### src/rtl/instruction_fetch_unit.sv
// ---------------------------------------------------------------------------
// instruction_fetch_unit
//
// Front of the pipeline. The unit drives the instruction-memory address from
// the program counter and captures the word that memory returns in the same
// cycle. Each {instruction, pc} pair goes into a small prefetch FIFO, so a
// decode stall never loses a fetch. Decode drains the FIFO over a valid/ready
// handshake. A redirect from execute flushes the FIFO and reloads the PC.
//
// Parameters
//   RESET_PC    PC loaded on reset (word aligned)
//   FIFO_DEPTH  prefetch entries (power of 2, >= 2)
//
// Ports
//   clk               rising-edge clock
//   reset_n           asynchronous active-low reset
//   fetch_en          1 = fetch allowed, 0 = hold PC and enqueue nothing
//   imem_address      byte address to instruction memory (equals PC)
//   imem_instruction  word returned combinationally for imem_address
//   redirect          taken branch / flush request from execute
//   redirect_target   new PC, low two bits ignored
//   out_valid         FIFO head valid
//   out_ready         decode accepts the head this cycle
//   out_instr         instruction at the FIFO head
//   out_pc            PC of out_instr
//   out_pc_plus8      out_pc + 8 (ARM-style PC read value)
//   perf_fetched      instructions enqueued
//   perf_flushed      FIFO entries discarded by redirects
//
// Build option
//   IFU_PERF_CNT_EN   when defined, builds the two performance counters.
//                     Otherwise perf_fetched and perf_flushed read zero.
// ---------------------------------------------------------------------------
module instruction_fetch_unit #(
    parameter logic [31:0] RESET_PC   = 32'h0000_0000,
    parameter int          FIFO_DEPTH = 2
) (
    input  logic        clk,
    input  logic        reset_n,
    input  logic        fetch_en,
    output logic [31:0] imem_address,
    input  logic [31:0] imem_instruction,
    input  logic        redirect,
    input  logic [31:0] redirect_target,
    output logic        out_valid,
    input  logic        out_ready,
    output logic [31:0] out_instr,
    output logic [31:0] out_pc,
    output logic [31:0] out_pc_plus8,
    output logic [31:0] perf_fetched,
    output logic [31:0] perf_flushed
);

    localparam int PTR_W = $clog2(FIFO_DEPTH);
    localparam int CNT_W = PTR_W + 1;

    logic [31:0]      pc_q, pc_d;
    logic [PTR_W-1:0] head_q, head_d;
    logic [PTR_W-1:0] tail_q, tail_d;
    logic [CNT_W-1:0] count_q, count_d;
    logic [31:0]      instr_q [FIFO_DEPTH];
    logic [31:0]      entry_pc_q [FIFO_DEPTH];

    logic fifo_full;
    logic deq;
    logic enq;
    logic [1:0] unused_target_lsbs;

    // The low target bits are discarded because instructions are word aligned.
    assign unused_target_lsbs = redirect_target[1:0];

    assign imem_address = pc_q;
    assign fifo_full    = (count_q == CNT_W'(FIFO_DEPTH));
    assign out_valid    = (count_q != '0);
    assign deq          = out_valid & out_ready;
    // Enqueueing while full is allowed when the head leaves in the same cycle.
    assign enq          = fetch_en & ~redirect & (~fifo_full | deq);

    // Next-state logic. A redirect overrides everything: the pointers and the
    // count are cleared, and any word fetched or dequeued this cycle is ignored.
    always_comb begin
        pc_d    = pc_q;
        head_d  = head_q;
        tail_d  = tail_q;
        count_d = count_q;
        if (redirect) begin
            pc_d    = {redirect_target[31:2], 2'b00};
            head_d  = '0;
            tail_d  = '0;
            count_d = '0;
        end else begin
            if (enq) begin
                pc_d   = pc_q + 32'd4;
                tail_d = tail_q + PTR_W'(1);
            end
            if (deq) begin
                head_d = head_q + PTR_W'(1);
            end
            unique case ({enq, deq})
                2'b10:   count_d = count_q + CNT_W'(1);
                2'b01:   count_d = count_q - CNT_W'(1);
                default: count_d = count_q;
            endcase
        end
    end

    always_ff @(posedge clk or negedge reset_n) begin
        if (!reset_n) begin
            pc_q    <= RESET_PC;
            head_q  <= '0;
            tail_q  <= '0;
            count_q <= '0;
        end else begin
            pc_q    <= pc_d;
            head_q  <= head_d;
            tail_q  <= tail_d;
            count_q <= count_d;
        end
    end

    // FIFO storage. The storage is cleared on reset so the outputs read as
    // zero out of reset.
    always_ff @(posedge clk or negedge reset_n) begin
        if (!reset_n) begin
            for (int i = 0; i < FIFO_DEPTH; i++) begin
                instr_q[i]    <= '0;
                entry_pc_q[i] <= '0;
            end
        end else if (enq) begin
            instr_q[tail_q]    <= imem_instruction;
            entry_pc_q[tail_q] <= pc_q;
        end
    end

    // Gating with out_valid gives zero outputs when the FIFO is empty.
    // This hides stale entries that remain after a flush.
    assign out_instr    = out_valid ? instr_q[head_q]    : 32'h0;
    assign out_pc       = out_valid ? entry_pc_q[head_q] : 32'h0;
    assign out_pc_plus8 = out_valid ? (entry_pc_q[head_q] + 32'd8) : 32'h0;

`ifdef IFU_PERF_CNT_EN
    logic [31:0] fetched_q;
    logic [31:0] flushed_q;

    // Both counters wrap naturally at 2^32.
    always_ff @(posedge clk or negedge reset_n) begin
        if (!reset_n) begin
            fetched_q <= '0;
            flushed_q <= '0;
        end else begin
            if (enq) begin
                fetched_q <= fetched_q + 32'd1;
            end
            if (redirect) begin
                flushed_q <= flushed_q + 32'(count_q);
            end
        end
    end

    assign perf_fetched = fetched_q;
    assign perf_flushed = flushed_q;
`else
    assign perf_fetched = 32'h0;
    assign perf_flushed = 32'h0;
`endif

endmodule

### config.mk
export PLATFORM = sky130hd
export DESIGN_NAME = instruction_fetch_unit
export DESIGN_NICKNAME = d
export VERILOG_FILES = /design/src/rtl/instruction_fetch_unit.sv
export SDC_FILE = /design/constraint.sdc
export NUM_CORES = 1
export LEC_CHECK = 0
export BUFFER_PORTS_ARGS = -buffer_cell sky130_fd_sc_hd__buf_2
export CAP_MARGIN = 20
export CORE_MARGIN = 10
export CORE_UTILIZATION = 35
export CTS_BUF_LIST = sky130_fd_sc_hd__clkbuf_8
export CTS_CLUSTER_SIZE = 20
export DETAILED_ROUTE_END_ITERATION = 7
export GPL_TIMING_DRIVEN = 1
export PLACE_DENSITY = 0.66
export REMOVE_ABC_BUFFERS = 1
export SETUP_SLACK_MARGIN = 0.02
export SLEW_MARGIN = 10
export SYNTH_ARGS = -nofsm -noshare
export SYNTH_HDL_FRONTEND = slang
export SYNTH_SLANG_ARGS = --single-unit
### constraint.sdc
create_clock -name clk -period 5.3 [get_ports clk]
set_input_delay 0.265 -clock clk [delete_from_list [all_inputs] [get_ports clk]]
set_output_delay 0.265 -clock clk [all_outputs]
set_load 0.05 [all_outputs]
* After elaboration in Yosys (flattened, before gate mapping) *
Index checks and enable logic that the tools add are counted.

storage, ports and cells
  bits in registers = 164
  bits in latches = 0
  memory bits (writable) = 0
  ROM bits = 0
  input port bits = 69
  output and inout port bits = 193
  logic and storage cells = 54
  memories = 0

operators by class
  $add $sub $neg = 6
  $mul = 0
  div/mod/pow operators = 0
  magnitude comparators = 3
  equality and inequality tests = 3
  shift operators = 0
  multiplexer cells = 21
  bitwise gates (word level) = 8
  reduce and logical (&&, ||, !) cells = 5

operators by type and width
  kind                                                         count
  two-way mux 32 bit                                           12
  bitwise mux 64 bit                                           2
  adder 32 x 3 -> 32 bit (second input constant)               1
  adder 32 x 4 -> 32 bit (second input constant)               1
  demux 32 bit (select 1 bit)                                  1
  nonzero test 2 bit                                           3
  == test 2 bit (second input constant)                        2
  greater-or-equal comparator 2 bit (second input constant)    2
  two-way mux 1 bit                                            4
  NOT 1 -> 2 bit                                               2
  case mux 2 bit (2 select lines)                              1
  bitwise AND 1 bit                                            3
  nonzero test 3 bit                                           1
  adder 1 bit (second input constant)                          2
  adder 2 x 1 -> 2 bit (second input constant)                 1
  == test 2 x 1 -> 1 bit (second input constant)               1
  less-than comparator 2 x 1 -> 1 bit (second input constant)  1
  two-way mux 2 bit                                            1
  NOT 1 bit                                                    2
  subtractor 2 x 1 -> 2 bit (second input constant)            1
  logical AND 1 bit                                            1
  OR 1 bit                                                     1

* Logic depth before layout (Yosys ltp) *
Gate-level depths: netlist (run 1).

  depth in word-level cells = 7
  mapped depth = 12
  mapped depth without buffers = 6

* Least setup slack after synthesis (run 1) *
No wires, ideal clock.

  kind = reg-to-output
  start point = register head_q
  end point = output out_pc_plus8[31]
  data arrival time = 3.552 ns
  required time = 5.035 ns
  path slack = 1.483 ns
  cell stages (with the launch flop) = 13
  path buffers = 6
  cells stage by stage = dfrtp_1 buf_6 buf_6 buf_2 buf_4 buf_2 mux2_2 ha_1 nand3b_1 nand2b_1 buf_2 o31a_1 nor3_1

on the way
  word-level cells in the longest chain between the ends = 6

ends and longest elaborated chain
  element                                                 line  source
  start, declared                                         58    logic [PTR_W-1:0] head_q, head_d;
  start signal, assigned                                  110   head_q <= '0;
  start signal, assigned                                  115   head_q <= head_d;
  NOT 1 -> 2 bit (implied by the code)                    139   assign out_pc_plus8 = out_valid ? (entry_pc_q[head_q] + 32'd8) : 32'h0;
  two-way mux 32 bit (implied by the code) (3 in series)  139
  adder 32 x 4 -> 32 bit                                  139
  two-way mux 32 bit                                      139
  end, declared                                           49    output logic [31:0] out_pc_plus8,

Every way passes these cells. The select of a mux whose other input is x is not followed.

* Final worst setup path (run 1) *
  start point = register head_q
  end point = output out_pc_plus8[29]

The elaborated chain is that of the path after synthesis.

==> results of run 1 <==
## critical path: stages (launching register included)
cell and delay [ns]:
sky130_fd_sc_hd__dfrtp_4 0.93, sky130_fd_sc_hd__mux2i_1 0.32, sky130_fd_sc_hd__a221o_1 0.38, sky130_fd_sc_hd__or3_1 0.63
sky130_fd_sc_hd__nor4_2 0.38, sky130_fd_sc_hd__mux2_1 0.36, sky130_fd_sc_hd__buf_2 0.22
## report_power, final
group | leakage (nW) | internal, W | switching, W | total, W
Clock | 0.174 | 0.000374 | 0.000449 | 0.000823
Combinational | 2.57 | 0.000475 | 0.000879 | 0.00135
Sequential | 1.91 | 0.00150 | 0.000223 | 0.00172
## what timing repair did
| item | CTS | global route |
|---|---|---|
| hold buffers | 17 | 0 |
| gates resized for setup | 0 | 0 |
| hold endpoints to repair | 100 | 0 |
## cells by family after synthesis
kind of cell / count (synthesis) / share of synthesized area
AOI/OAI and AO/OA: 59 / 0.04137
xor gates and xnor gates: 40 / 0.03981
adders and majority gates: 2 / 0.002843
buffers and inverters: 125 / 0.08942
DFF: 158 / 0.4492
muxes: 196 / 0.2425
other: 1 / 0.0004261
and+or+nand+nor: 237 / 0.1343
## flip-flops by register name, indices dropped and copies added, names as in the netlist
register and flops:
instr_q 64, count_q 2, head_q 1, imem_address 30, entry_pc_q 60, tail_q 1
## worst paths after layout
check	to	slack, ns	depth (start not counted)
max	out_pc_plus8[29]	1.31	6
max reg2reg	imem_address[18]	2.58	5
min	imem_address[2]	0.03	3
min in group asynchronous	instr_q[58]	0.51	2
min reg2reg	entry_pc_q[42]	0.51	1
max in group asynchronous	entry_pc_q[57]	3.51	3
## cell type report
type	count	share of cell area
Multi-Input combinational cell	604	0.4227
Sequential cell	158	0.3854
Timing Repair Buffer	214	0.1159
Tap cell	324	0.03948
Clock buffer	18	0.02413
Clock inverter	11	0.009504
Inverter	8	0.002924
## stage by stage
step	total power (W)	area [sq um]	instances
CTS	0.003955	10270	1337
global route	0.004138	10270	1337
floorplan	0.002743	8303	770
global placement	0.003063	9738	1290
finish	0.003895	10270	1337
detailed placement	0.003099	9753	1291
## layer usage
metal,part of all wire,vias to the layer above,track usage
met5,0,-,0
met4,0.0094,0,0.03755
met3,0.10,12,0.05729
met2,0.46,201,0.2376
met1,0.43,3136,0.1822
li1,-,3082,-
## placed cells by master, fill, tap and decap left out, drive strengths merged, types with 2 or more instances in the layout
master / netlist / final
nand3b: 5 / 5
nand3: 16 / 16
dfrtp: 158 / 158
mux2i: 58 / 58
mux2: 138 / 138
nor2: 88 / 88
o31a: 6 / 6
o21ai: 31 / 31
nand2b: 2 / 2
clkinv: 0 / 5
a211oi: 2 / 2
nor3b: 3 / 3
nor2b: 2 / 2
and2: 10 / 10
nand2: 48 / 48
buf: 92 / 197
clkinvlp: 0 / 3
a31oi: 4 / 4
nor4: 18 / 18
xnor2: 30 / 30
a221oi: 2 / 2
conb: 1 / 70
clkbuf: 25 / 18
nand4: 8 / 8
inv: 8 / 10
nor3: 19 / 19
xor2: 10 / 10
ha: 2 / 2
nand4b: 4 / 4
and3: 6 / 6
dlygate4sd3: 0 / 17
and4: 2 / 2
a21oi: 6 / 6
==> results list, run 1 <==
- In this run the critical register-to-register path is launched from imem_address[7].
* Flip-flop and latch area: 0.003958 sq mm
* Worst path setup slack after routing: 1.313 ns
* Final count of negative-setup-slack endpoints: 0
- Root Driver: sky130_fd_sc_hd__clkbuf_8
- Largest fanout of any net on the critical path: 50
* Pleak: 4.651 nW
- Top-count cell post-synth: sky130_fd_sc_hd__dfrtp_1
* Min Tclk post-route: 3.987 ns
- Max rail drop VDD: 0.0001903 V
- Worst-case clock buffer depth: 2
* Worst path required time: 5.04 ns
* Clk_lat worst skew: 0.44 ns
- Post-layout net count: 1074
* Global-route wire length before repair: 37140 um
* Share of cells above drive strength 1: 0.3662
- Yosys warnings: 0
- Kind of start point of the critical path: register
* Area of the die: 0.03189 sq mm
- After detailed routing, the number of remaining DRC violations is 0.
* Synthesized instance count: 818
- Transition time of the tightest slew-check pin: 0.9806 ns
* Vert. Die Dim: 178.6 um
* Sum of routed wire length over all layers: 24100 um
- The initial antenna violation count was 2.
- The tree built by TritonCTS fans out to 158 sinks.
- Number of cell rows: 57
- The share of synthesized area in the top cell type comes to 0.4492.
- The routed layout has 6431 vias.
- Setup repair after global routing left no endpoint under its margin.
- Measured along the x axis, the die boundary spans 178.6 um.
* Synth Flop Type: sky130_fd_sc_hd__dfrtp_1
* Effective utilization at floorplan: 0.3587
* Setup TNS: 0 ns
- The congestion estimate from routability-driven global placement came to 0.7564.
* Tightest Hold Check Type: input pin to register
* Area growth syn-to-layout: 16.68%
* Post-DR vias/cell: 4.810
- Number of synthesized flops with an enable pin: 0
* Filler cell count in the final layout: 2462
* Final core utilization: 0.4186
- After clock tree synthesis, the clock-pin slew on the worst setup and hold paths is 0.09 ns.
- Number of distinct library cells after synthesis: 52
- Across every metal layer, demand over resource in global routing totals 0.1478.
* Pre-Repair DR Iteration Count: 5
- Synth async-reset ratio: 1.000
* Maximum clock frequency: 0.2508 GHz
- Nature of the critical path endpoint: output pin
- Final number of max-transition violations: 0
* Cell area after synthesis: 0.008801 sq mm
- The detailed router finished its first iteration with 276 violations.
- Setup crit start: head_q
- Synthesis inferred 158 register bits.
* Antenna Diode Count: 0
- After legalization and detailed placement, the total HPWL measured 17340 um.
- Global-route congestion overflow total: 0
* Area used by multi-input combinational logic: 0.004340 sq mm
* Top cells by area, synth: sky130_fd_sc_hd__dfrtp_1, sky130_fd_sc_hd__mux2_2, sky130_fd_sc_hd__mux2i_1
* Average detailed-routed wire length per instance: 18.03 um
- Std-Cell Core Area: 0.02453 sq mm
- Number of top-level pins: 262
* Largest net degree at the start of global routing: 106
- Max-cap violations in this run came to 0.
* Via count of the first global-routing pass: 6601
* Proportion of synthesized chip area in sequential cells: 0.4492
* Fraction of the cycle the final worst path needs: 0.7523
- Once detail routing completed, the nets flagged for antenna violations numbered 0.
- Outcome: completed
* Power Dens Cells: 379.3 mW/mm^2
* Setup repair bufs after CTS: 0
* Worst Hold Slack: 0.03326 ns
- Port Buf Inserts: 189
- Setup CP Type: register to output pin
- Most instantiated cells after synthesis: sky130_fd_sc_hd__dfrtp_1, sky130_fd_sc_hd__mux2_2, sky130_fd_sc_hd__nor2_1
* Arrival time at the worst endpoint: 3.72 ns
- Measured against its own limit, the worst slew margin works out to 0.3462.
- Clock tree from TritonCTS: done
- Synthesized area per cell: 10.76 sq um
* Yosys top cell by area: sky130_fd_sc_hd__dfrtp_1
- Worst setup slack before clock tree synthesis: 1.776 ns
- The startpoint identified for the worst hold timing path is redirect_target[2].
- Final Skew: 0.01421 ns
* H-Tree Depth: 4
- The final count of hold timing violations is 0.
- TritonCTS created 17 clock buffers.
Note: power is estimated with default switching activity, not from simulation.
==> inputs of run 2 (changes only) <==
--- a/config.mk
+++ b/config.mk
@@ -13,7 +13,7 @@
 export CTS_CLUSTER_SIZE = 20
 export DETAILED_ROUTE_END_ITERATION = 7
 export GPL_TIMING_DRIVEN = 1
-export PLACE_DENSITY = 0.66
+export PLACE_DENSITY = 0.68
 export REMOVE_ABC_BUFFERS = 1
 export SETUP_SLACK_MARGIN = 0.02
 export SLEW_MARGIN = 10
==> constraint.sdc (replaced) <==
create_clock -name clk -period 3.49 [get_ports clk]
set_input_delay 0.1745 -clock clk [delete_from_list [all_inputs] [get_ports clk]]
set_output_delay 0.1745 -clock clk [all_outputs]
set_load 0.05 [all_outputs]
==> run 2 against run 1 <==
Against the previous run: first-iteration DRC count increased by 9.1%; clock-buffer cell count decreased by 1; critical path depth increased by 1; sequential cell count unchanged.
==> results list, run 2 (synthesized netlist as in run 1, its figures left out) <==
- Setup repair after global routing left no endpoint under its margin.
* Average detailed-routed wire length per instance: 18.01 um
- Largest fanout of any net on the critical path: 20
- The most critical setup path has its endpoint at out_pc_plus8[29].
- Final count of negative-setup-slack endpoints: 0
- Clk sink count: 158
- Post-detailed-route count of antenna-violating nets: 0
- Worst path setup slack after routing: 0.2563 ns
* Fraction of the cycle the final worst path needs: 0.9266
* Number of antenna violations at the first check in global routing: 0
* Number of cell rows: 57
* Routed metal-1 wirelength: 10370 um
- The critical path in this run is classified as register to output pin.
* Clk_lat worst skew: 0.44 ns
- The detailed router used layers up to and including met4.
- Counting the buffers created by CTS gives 17.
- Setup slack of the most critical reg-to-reg path: 0.91 ns
- The final number of max-transition violations was 0.
- The number of global-route vias before repair came to 7169.
- Antenna Diode Count: 0
- TritonCTS built the clock tree.
- The wire-length estimate of the detail-placed layout is 18010 um.
* Biggest register: instr_q
- Setup crit start: head_q
- The root buffer cell chosen for the clock tree is sky130_fd_sc_hd__clkbuf_8.
- Post-layout net count: 1135
- After detailed routing, the met2 layer carries 11820 um of wire.
- Leaving out fill and tap cells, the most frequent cell in the layout is sky130_fd_sc_hd__buf_2.
- Number of max-cap violations: 0
* Overall routing resource usage: 0.1555
* Outcome: completed
* Global-route congestion overflow total: 0
* Min Tclk post-route: 3.234 ns
* Largest net degree at the start of global routing: 81
* Largest register FFs: 64
* Pleak: 4.944 nW
- # DRC: 0
* Global-route wire length before repair: 39390 um
* Area growth syn-to-layout: 24.03%
- Max rail drop VDD: 0.0002793 V
- Final Skew: 0.01443 ns
* Worst r2r src: count_q[1]
- The endpoint identified for the worst register-to-register timing path is entry_pc_q[12].
- Leaving out filler cells and counting taps, the final layout contains 1400.
- Worst path required time: 3.32 ns
- Nature of the critical path endpoint: output pin
- Arrival time at the worst endpoint: 3.06 ns
* Post-DR vias/cell: 4.858
- The library cells used most frequently in the layout, excluding fill and tap cells, are sky130_fd_sc_hd__buf_2, sky130_fd_sc_hd__dfrtp_1, sky130_fd_sc_hd__mux2_2.
- Clock transition at the registers of the reported paths: 0.08 ns
* Vias after detailed routing: 6801
- The clock passes through at most 2 buffers.
* Worst setup slack before clock tree synthesis: 0.4516 ns
* Hold path cells: 3
- Across the whole layout, storage elements account for 0.003958 sq mm.
- In this run the count of I/O pins placed on the die edge is 262.
- The floorplan step defined a core boundary enclosing 0.02453 sq mm.
- The routed design uses 2773 um of met3 wire.
* Headroom to the max-slew limit: 0.3800
- The initial utilization of the core area, before any placement, comes to 0.3587.
- Final core utilization: 0.4449
- The worst register-to-register path has a depth of 6.
- The final count of hold timing violations came to 0.
- Area of the die: 0.03189 sq mm
* Pre-Repair DR Iteration Count: 4
* Port Buf Inserts: 189
- Vert. Die Dim: 178.6 um
- Sum of routed wire length over all layers: 25210 um
* RePlAce Congestion: 0.7565
- In this run the number of H-tree levels came out at 4.
* Number of cells in the design after placement: 1299
- The worst setup path is launched from a register.
- The tightest min-delay check is of the input pin to register type.
* Transition time of the tightest slew-check pin: 0.9300 ns
* Share of cells above drive strength 1: 0.3597
- Counting the fill cells in the layout gives 2399.
- The detailed router finished its first iteration with 301 violations.
- DIE WIDTH: 178.6 um
- Maximum clock frequency: 0.3092 GHz
- Power spread over the standard cell area amounts to 554.5 mW/mm^2.
- In the final layout, the multi-input gates occupy 0.004357 sq mm.
==> run 2: how the worst min path moves through the flow <==
stage / from / end / slack, ns
floorplan: reset_n / count_q[0] / -0.12
detailed placement: reset_n / instr_q[43] / 0.28
global placement: reset_n / instr_q[37] / 0.28
CTS: out_ready / count_q[0] / 0.03
global route: out_ready / count_q[0] / 0.05
finish: out_ready / count_q[0] / 0.08
==> run 2: critical path, stage by stage, from the launching register on <==
cell and delay (ns):
sky130_fd_sc_hd__dfrtp_4 0.55, sky130_fd_sc_hd__buf_4 0.19, sky130_fd_sc_hd__nand3b_1 0.15, sky130_fd_sc_hd__a221o_1 0.37, sky130_fd_sc_hd__or3_4 0.47, sky130_fd_sc_hd__nor4_2 0.32
sky130_fd_sc_hd__mux2_1 0.35, sky130_fd_sc_hd__buf_2 0.22
==> run 2: final cells by class <==
| type | instances | share of cell area |
|---|---|---|
| multi-input combinational | 604 | 0.3991 |
| sequential | 158 | 0.3626 |
| timing repair buffer | 275 | 0.1648 |
| tap | 324 | 0.03714 |
| clock buffer | 17 | 0.02144 |
| clock inverter | 14 | 0.01215 |
| inverter | 8 | 0.002751 |
==> run 2: per-layer routing <==
metal,track usage,vias up
met5,0,-
met4,0.03617,0
met3,0.06131,13
met2,0.2584,231
met1,0.1854,3354
li1,-,3203
==> run 2: power breakdown <==
group / switching [W] / internal [W] / total [W] / leakage (nW)
combinational: 0.00138 / 0.000779 / 0.00216 / 2.85
sequential: 0.000328 / 0.00227 / 0.00260 / 1.91
clock: 0.000678 / 0.000620 / 0.00130 / 0.183
total: 0.00238 / 0.00367 / 0.00605 / 4.94
==> run 2: what timing repair did <==
action / 4_1_cts / 5_1_grt
endpoints found under the hold margin: 172 / 0
setup endpoints to repair: 6 / 12
gates resized for setup: 2 / 3
hold buffers: 64 / 0
buffers inserted: 0 / 6
==> run 2: stage by stage <==
stage	hold WS, ns	power [W]	TNS, ns	area (sq um)
floorplan	-0.1211	0.004166	-90.32	8303
global placement	0.2779	0.004673	0	9843
detailed placement	0.2836	0.004732	0	9843
CTS	0.03478	0.006112	0	10860
global route	0.04844	0.006414	0	10920
finish	0.07528	0.006053	0	10920
==> inputs of run 3 (changes only) <==
--- a/config.mk
+++ b/config.mk
@@ -9,7 +9,6 @@
 export CAP_MARGIN = 20
 export CORE_MARGIN = 10
 export CORE_UTILIZATION = 35
-export CTS_BUF_LIST = sky130_fd_sc_hd__clkbuf_8
 export CTS_CLUSTER_SIZE = 20
 export DETAILED_ROUTE_END_ITERATION = 7
 export GPL_TIMING_DRIVEN = 1
==> run 3 against run 2 <==
Against the previous run: final area is 1.2% higher; clock-buffer cell count is 5 higher; sequential cell count unchanged; critical endpoint unchanged.
==> results list, run 3 (synthesized netlist as in run 1, its figures left out) <==
- Entering global routing, the biggest net connects 81 pins.
- In this run, the number of DRC markers left after iteration 0 of detailed routing was 338.
- Biggest register: instr_q
- The pre-antenna-repair detailed-routing pass consisted of 4 iterations.
- Largest register FFs: 64
- The floorplan step defined a die boundary enclosing 0.03189 sq mm.
* Final number of max-transition violations: 0
- Across the run, the number of max-cap violations was 0.
* Overall routing resource usage: 0.1561
- The layout has 2370 filler cells.
- # DRC: 0
- After detailed routing, the average wire length per cell comes to 18.07 um.
- Worst path required time: 3.32 ns
* RSZ-0062 raised after global routing: no
* Area used by multi-input combinational logic: 0.004357 sq mm
- The number of placed instances, taps included, is 1299.
* Final Skew: 0.009397 ns
- Internal Dissipation: 0.004099 W
- Port Buf Inserts: 189
- In this run the horizontal extent of the chip is 178.6 um.
* Fraction of power spent switching nets: 0.3731
- RePlAce Congestion: 0.7565
- Maximum clock frequency: 0.3052 GHz
- Before CTS, the worst setup slack after placement is 0.4516 ns.
- Outcome: completed
- The initial antenna violation count was 0.
* Number of top-level pins: 262
- Dividing the detail-routed via count by the number of cells gives 4.855.
* Clock network fraction of design power: 0.273
- Power Dens Cells: 591.7 mW/mm^2
- Clock tree synthesis selected as its root buffer the cell sky130_fd_sc_hd__clkbuf_16.
- Data arrives at the worst endpoint at 3.10 ns.
* Share of cells above drive strength 1: 0.3564
* Number of cell rows: 57
- Pleak: 4.973 nW
- Clock transition at the registers of the reported paths: 0.06 ns
- Post-layout net count: 1128
- HPWL reported at the end of detailed placement: 18010 um
- Of the available clock period, the critical path in the final layout requires 0.9387.
- Final count of negative-setup-slack endpoints: 0
- CTS Buf Count: 17
- Clk_lat worst skew: 0.42 ns
- Leaving out fill and tap cells, the most frequent cells in the layout are sky130_fd_sc_hd__buf_2, sky130_fd_sc_hd__dfrtp_1, sky130_fd_sc_hd__mux2_2.
- H-Tree Depth: 4
* Area growth syn-to-layout: 25.53%
- Via count of the first global-routing pass: 7180
- The clock drives 158 sinks.
- Clock tree from TritonCTS: done
- The routed layout has 6763 vias.
- The library cell used most frequently in the layout, excluding fill and tap cells, is sky130_fd_sc_hd__buf_2.
- The region available for standard cell placement spans 0.02453 sq mm.
- Post-detailed-route count of antenna-violating nets: 0
- Headroom to the max-slew limit: 0.3723
* Worst-case clock buffer depth: 2
- Kind of start point of the critical path: register
- Net Switching: 0.002439 W
- Effective utilization at floorplan: 0.3587
- Summed over all layers, the global routing overflow is 0.
- Tightest Hold Check Type: input pin to register
- Setup slack closes at 0.2139 ns.
* Setup CP Type: register to output pin
* Combinational share of power: 0.328
- Flip-flop and latch area: 0.003958 sq mm
- Transition time of the tightest slew-check pin: 0.9416 ns
- Post-route insts no fill: 1393
- Counting I/O delays and the setup requirement, the final critical path takes 3.276 ns.
- For this block, the routed nets add up to 25180 um of wire.
- Antenna Diode Count: 0
- Proportion of power drawn by flip-flops and latches: 0.399
- Largest fanout of any net on the critical path: 22
* Number of hold violations in the final report: 0
* Vert. Die Dim: 178.6 um
- The worst setup path is captured at an output pin.
- Global-route wire length before repair: 39460 um
- IR analysis of the VDD net gives a maximum drop of 0.0003448 V.
[run 3: changes by cell type in the layout (fill, tap and decap cells not counted)]
| cell | delta |
|---|---|
| sky130_fd_sc_hd__buf_4 | -5 |
| sky130_fd_sc_hd__buf_6 | -1 |
| sky130_fd_sc_hd__clkbuf_1 | +5 |
| sky130_fd_sc_hd__clkbuf_16 | +17 |
| sky130_fd_sc_hd__clkbuf_8 | -17 |
| sky130_fd_sc_hd__dlygate4sd3_1 | -1 |
| sky130_fd_sc_hd__inv_1 | -5 |
[run 3: stage by stage]
step | hold slack [ns] | utilization | setup TNS, ns | total power, W | instance area, sq um
floorplan | -0.1211 | - | -90.32 | 0.004166 | 8303
global placement | 0.2779 | 0.4012 | 0 | 0.004673 | 9843
detailed placement | 0.2836 | 0.4012 | 0 | 0.004732 | 9843
CTS | 0.02977 | 0.4499 | 0 | 0.006607 | 11040
global route | 0.05886 | 0.4503 | 0 | 0.006902 | 11050
finish | 0.05583 | 0.4503 | 0 | 0.006538 | 11050
[run 3: timing repair]
item | in CTS | in global routing
cloned | 0 | 0
gates resized for setup | 1 | 3
buffers inserted | 0 | 0
setup endpoints to repair | 2 | 7
hold buffers | 63 | 0
endpoints found under the hold margin | 169 | 0
[run 3: final cells by class]
class / instances / area share
multi-input combinational: 604 / 0.3943
tap: 324 / 0.03669
inverter: 8 / 0.002718
clock buffer: 22 / 0.04020
sequential: 158 / 0.3582
clock inverter: 9 / 0.01031
timing repair buffer: 268 / 0.1575
[run 3: path summary, 6_finish.rpt]
check / start / end / slack [ns] / cells past startpoint
setup / recovery: head_q / out_pc_plus8[29] / 0.21 / 7
hold / removal: fetch_en / count_q[0] / 0.06 / 2
setup reg to reg: count_q[1] / entry_pc_q[20] / 0.92 / 6
hold reg to reg: entry_pc_q[30] / entry_pc_q[30] / 0.50 / 1
max in group asynchronous: reset_n / entry_pc_q[9] / 2.32 / 3
min in group asynchronous: reset_n / instr_q[11] / 0.38 / 2
[run 3: worst max-delay path, stage by stage (launching register included)]
cell,delay [ns]
sky130_fd_sc_hd__dfrtp_4,0.59
sky130_fd_sc_hd__buf_4,0.36
sky130_fd_sc_hd__nand4_1,0.22
sky130_fd_sc_hd__a221oi_2,0.43
sky130_fd_sc_hd__nand2_1,0.21
sky130_fd_sc_hd__nor4_2,0.30
sky130_fd_sc_hd__mux2_1,0.35
sky130_fd_sc_hd__buf_2,0.22
[run 3: layer usage]
metal  vias to the layer above  wire [um]  track usage  share of wire
met1                      3334      10580       0.1867           0.42
met2                       215      11900       0.2590           0.47
met5                         -          0            0              0
met4                         0        298      0.04134          0.012
met3                        18       2405      0.05793          0.096
li1                       3196          -            -              -
[run 3: power by group through the flow]
| stage | registers (W) | logic [W] | clock network [W] |
|---|---|---|---|
| after global placement | 0.00261 | 0.00206 | 0 |
| after detailed placement | 0.00264 | 0.00209 | 0 |
| after floorplan | 0.00267 | 0.00149 | 0 |
| after global routing | 0.00267 | 0.00231 | 0.00192 |
| after CTS | 0.00261 | 0.00215 | 0.00185 |
| final | 0.00261 | 0.00214 | 0.00179 |
